**config.mk**
```make
export PLATFORM = sky130hd
export DESIGN_NAME = fft16_sequencer
export DESIGN_NICKNAME = d
export VERILOG_FILES = /design/src/rtl/fft16_sequencer.sv
export SDC_FILE = /design/constraint.sdc
export NUM_CORES = 1
export LEC_CHECK = 0
export CAP_MARGIN = 20
export CORE_MARGIN = 3
export CORE_UTILIZATION = 45
export CTS_CLUSTER_SIZE = 8
export DETAILED_ROUTE_END_ITERATION = 6
export MAX_ROUTING_LAYER = met4
export PLACE_DENSITY = 0.7
export RECOVER_POWER = 100
export SKIP_CTS_REPAIR_TIMING = 1
export SLEW_MARGIN = 5
export SYNTH_ARGS = -nofsm -noshare
export SYNTH_HDL_FRONTEND = slang
export SYNTH_SLANG_ARGS = --single-unit
```
**constraint.sdc**
```tcl
create_clock -name clk -period 5.9 [get_ports clk]
set_clock_uncertainty 0.2 [all_clocks]
set_input_delay 0.885 -clock clk [delete_from_list [all_inputs] [get_ports clk]]
set_output_delay 0.885 -clock clk [all_outputs]
set_load 0.02 [all_outputs]
```
**src/rtl/fft16_sequencer.sv**
```systemverilog
// Purpose: sequences the shared radix-4 butterfly through a 16-point FFT (4 load passes, 4 column passes).
// Latency: first result word is valid 1 cycle after the 4th input word is accepted; then 1 word/clk.
// Backpressure: out_ready low holds out_data/out_idx stable; in_ready is low from CALC until the frame drains.
// Optional: define FFT16_FRAME_CNT_EN to add the frame_cnt[15:0] output (completed-frame counter).
module fft16_sequencer #(
    parameter int LANE_W = 34,
    parameter int LANES  = 4
) (
    input  logic                      clk,
    input  logic                      rst_n,
    input  logic                      flush,
    input  logic [LANES*LANE_W-1:0]   in_data,
    input  logic                      in_valid,
    output logic                      in_ready,
    output logic [LANES*LANE_W-1:0]   bf_in,
    output logic [2:0]                bf_rot,
    input  logic [LANES*LANE_W-1:0]   bf_out,
    output logic [LANES*LANE_W-1:0]   out_data,
    output logic [1:0]                out_idx,
    output logic                      out_valid,
    input  logic                      out_ready,
`ifdef FFT16_FRAME_CNT_EN
    output logic [15:0]               frame_cnt,
`endif
    output logic                      busy
);

    localparam int W = LANES * LANE_W;

    typedef enum logic [1:0] {
        ST_LOAD  = 2'd0,
        ST_CALC  = 2'd1,
        ST_DRAIN = 2'd2
    } state_t;

    state_t        state_q, state_d;
    logic [1:0]    cnt_q, cnt_d;
    logic [W-1:0]  bank_q [LANES];
    logic [W-1:0]  bank_d [LANES];
    logic [W-1:0]  out_data_q, out_data_d;
    logic [1:0]    out_idx_q, out_idx_d;
    logic          out_valid_q, out_valid_d;
    logic [W-1:0]  col_word;
`ifdef FFT16_FRAME_CNT_EN
    logic [15:0]   frame_cnt_q, frame_cnt_d;
`endif

    // Transpose read: lane k of the column word is lane cnt of bank word k.
    always_comb begin
        col_word = '0;
        for (int k = 0; k < LANES; k++) begin
            col_word[k*LANE_W +: LANE_W] = bank_q[k][cnt_q*LANE_W +: LANE_W];
        end
    end

    // Next-state, datapath steering and handshake outputs.
    always_comb begin
        state_d     = state_q;
        cnt_d       = cnt_q;
        bank_d      = bank_q;
        out_data_d  = out_data_q;
        out_idx_d   = out_idx_q;
        out_valid_d = out_valid_q;
`ifdef FFT16_FRAME_CNT_EN
        frame_cnt_d = frame_cnt_q;
`endif
        in_ready    = 1'b0;
        bf_in       = col_word;
        bf_rot      = {1'b1, cnt_q};

        case (state_q)
            ST_LOAD: begin
                in_ready = 1'b1;
                bf_in    = in_data;
                bf_rot   = {1'b0, cnt_q};
                if (in_valid) begin
                    bank_d[cnt_q] = bf_out;
                    cnt_d         = cnt_q + 2'd1;
                    if (cnt_q == 2'd3) begin
                        state_d = ST_CALC;
                    end
                end
            end
            ST_CALC: begin
                if (!out_valid_q || out_ready) begin
                    out_data_d  = bf_out;
                    out_idx_d   = cnt_q;
                    out_valid_d = 1'b1;
                    cnt_d       = cnt_q + 2'd1;
                    if (cnt_q == 2'd3) begin
                        state_d = ST_DRAIN;
                    end
                end
            end
            ST_DRAIN: begin
                if (out_valid_q && out_ready) begin
                    out_valid_d = 1'b0;
                    cnt_d       = 2'd0;
                    state_d     = ST_LOAD;
`ifdef FFT16_FRAME_CNT_EN
                    frame_cnt_d = frame_cnt_q + 16'd1;
`endif
                end
            end
            default: begin
                state_d = ST_LOAD;
                cnt_d   = 2'd0;
            end
        endcase

        // Abort wins over everything, including an input beat this cycle; bank is left as is.
        if (flush) begin
            state_d     = ST_LOAD;
            cnt_d       = 2'd0;
            out_valid_d = 1'b0;
            bank_d      = bank_q;
`ifdef FFT16_FRAME_CNT_EN
            frame_cnt_d = frame_cnt_q;
`endif
        end
    end

    // State, counter, transpose bank and output registers.
    always_ff @(posedge clk or negedge rst_n) begin
        if (!rst_n) begin
            state_q     <= ST_LOAD;
            cnt_q       <= 2'd0;
            for (int k = 0; k < LANES; k++) begin
                bank_q[k] <= '0;
            end
            out_data_q  <= '0;
            out_idx_q   <= 2'd0;
            out_valid_q <= 1'b0;
`ifdef FFT16_FRAME_CNT_EN
            frame_cnt_q <= 16'd0;
`endif
        end else begin
            state_q     <= state_d;
            cnt_q       <= cnt_d;
            for (int k = 0; k < LANES; k++) begin
                bank_q[k] <= bank_d[k];
            end
            out_data_q  <= out_data_d;
            out_idx_q   <= out_idx_d;
            out_valid_q <= out_valid_d;
`ifdef FFT16_FRAME_CNT_EN
            frame_cnt_q <= frame_cnt_d;
`endif
        end
    end

    assign out_data  = out_data_q;
    assign out_idx   = out_idx_q;
    assign out_valid = out_valid_q;
    assign busy      = !((state_q == ST_LOAD) && (cnt_q == 2'd0));
`ifdef FFT16_FRAME_CNT_EN
    assign frame_cnt = frame_cnt_q;
`endif

endmodule

```
==> impl_metrics.py <==
metrics = {
    "routing": {
        "wl_per_cell_um": 23.45,
        "wl_mm": 75.71,
        "routed_via_density": 5.480,
        "first_pass_iters": 4,
        "ant_nets": 0,
        "drtIter0Drc": 669,
        "vias": 17696,
        "drc_errors": 0,
    },
    "setup_path": {
        "critPathArrivalTime_ns": 4.02,
        "critPathMaxStageDelay_ns": 0.87,
        "path_max_fanout": 73,
        "crit_family": "buffers and inverters",
        "required_ns": 4.82,
        "path_cells": "nor2_1, inv_6, clkbuf_4, mux2_2, dlygate4sd3_1",
        "critPathCaptureType": "output port",
        "start_kind": "flip-flop",
        "crit_slowest_cell": "clkbuf_4",
        "critical_path_class": "reg -> out",
        "critPathBufInv": 3,
    },
    "clock_network": {
        "tritoncts": "done",
        "cts_sinks": 687,
        "clkTransAtPathRegs_ns": 0.05,
        "root_buffer": "clkbuf_16",
        "clk_path_buf_depth": 3,
        "clk_latency_ns": 0.61,
        "htree_levels": 3,
        "cts_buffers": 95,
    },
    "layout": {
        "finalNetCount": 2639,
        "fillers": 5117,
        "final_layout_size_suffix_gt1_share_pct": 38.92,
        "area_delta_synth_final_pct": 27.84,
        "regArea_um2": 17200,
        "multiInputGateArea_um2": 12560,
    },
    "synth": {
        "synth_area_um2": 30600,
        "synth-main-ff-cell": "dfrtp_1",
        "post-synth-top-count-cell": "dfrtp_1",
        "ys_ff_latch": 687,
        "synth_edf_count": 0,
        "synth_cell_types": 30,
        "avgSynthCellArea_um2": 16.99,
        "netlist_instances": 1801,
        "synthArstFlopShare_pct": 100.0,
        "synth_area_leaders": "dfrtp_1, mux2_2, mux4_2",
        "yosysTopAreaCell": "dfrtp_1",
        "syn_nets": 2082,
        "synth_common_cells": "dfrtp_1, mux2_2, mux4_2",
        "yosysSeqAreaShare_pct": 56.18,
        "synth_top_cell_area_share_pct": 56.18,
        "yosysWarnings": 0,
    },
    "global_route": {
        "grt_max_degree": 150,
        "grt_pass1_wl_mm": 117.9,
        "antenna_found_initial": 2,
        "grt_overflow": 0,
        "grt_usage_pct": 22.11,
        "grt_pass1_vias": 19713,
    },
    "floorplanning": {
        "rows": 94,
        "io_pins": 557,
        "dieArea_um2": 71160,
        "start_util_pct": 45.96,
        "core_area_um2": 66570,
        "dieWidth_um": 266.8,
        "die_h_um": 266.8,
    },
    "placement": {
        "globalplace.congestion": 0.7708,
        "port_buffers": 556,
        "place_hpwl_mm": 50.75,
    },
    "run": {
        "max_cap_violations": 12,
    },
    "sta": {
        "fmax_ghz": 0.1960,
        "setup_viol": 0,
        "layout_worst_path_cycle_share_pct": 86.46,
        "period_minus_slack_ns": 5.101,
        "rsz0062_at_grt": "no",
        "slew_headroom_pct": -141.5,
        "worstMarginPinSlew_ns": 3.623,
        "slew_violations": 907,
        "setup_tns_ns": 0,
        "hold_violations": 0,
    },
    "power_and_ir_drop": {
        "leakagePower_nw": 17.23,
        "p_per_area_nw_per_um2": 401.1,
        "ir_drop_v": 0.0002704,
        "power.total_mw": 15.69,
    },
    "status": {
        "violations": "capacitance limit, slew limit",
        "status": "finished, violations left",
    },
    "hold_path": {
        "hp-class": "in -> async",
    },
}
layout by cell type, fill, tap and decap left out, drive strengths merged, types with 2 or more instances in the layout:
cell type and instances:
buf 8, clkbuf 117, nor2b 2, mux4 136
inv 6, mux2 819, nor2 5, dfrtp 687
clkdlybuf4s50 299, nand2b 3, dlygate4sd3 256, nand2 8
ha 4
final cells by class:
cell class	instances	share of cell area, %
clock inverter	3	0.08636
sequential	687	43.97
multi-input combinational	990	32.12
clock buffer	100	6.288
tap	864	2.764
timing repair buffer	580	14.72
inverter	4	0.05118
antenna	1	0.006397
state kept, by name (all words and copies together) (netlist names):
name / count
state_q: 2
out_data: 136
cnt_q: 2
bank_q: 544
out_idx: 2
out_valid: 1
where the power goes:
group | switching [mW] | internal, mW | total (mW)
sequential | 0.726 | 6.20 | 6.92
clock | 1.85 | 2.89 | 4.74
combinational | 1.73 | 2.29 | 4.02
total | 4.31 | 11.4 | 15.7
layer usage:
metal / routed length, um / GRT usage (%) / share of wire [%] / vias up
met5: 0 / - / 0 / -
met4: 1441 / 5.794 / 1.9 / 0
met3: 2638 / 3.097 / 3.5 / 97
met2: 40370 / 38.28 / 53 / 403
met1: 31250 / 27.46 / 41 / 9412
li1: - / - / - / 7784
cells by family after synthesis:
kind of cell | share of synthesized area, %
flops | 56.18
compound gates | 0.1390
buf+inv | 2.327
simple gates | 0.4498
fa+ha+maj | 0.1636
mux | 40.74
per-stage QoR:
stage	instance area [um^2]	setup WS (ns)	instances	hold WS, ns	utilization, %
3_3_place_gp	36890	1.690	3122	0.2678	55.42
6_report	39120	0.7991	3229	0.06128	58.76
2_1_floorplan	30600	2.855	1801	0.2587	-
3_5_place_dp	36890	1.565	3122	0.2768	55.42
4_1_cts	39390	1.212	3225	0.09946	59.17
5_1_grt	39120	0.5662	3229	0.1255	58.76
path summary, 6_finish.rpt:
kind | depth (start not counted) | slack, ns | start | end
worst min register to register | 1 | 0.28 | bank_q[370] | bank_q[370]
worst max register to register | 6 | 0.95 | cnt_q[1] | bank_q[292]
min in group clk | 1 | 0.28 | bank_q[370] | bank_q[370]
worst min-delay path | 1 | 0.06 | rst_n | out_data[131]
max in group asynchronous | 2 | 1.40 | rst_n | bank_q[422]
worst max-delay path | 5 | 0.80 | state_q[1] | bf_in[64]
Note: power is estimated with default switching activity, not from simulation.
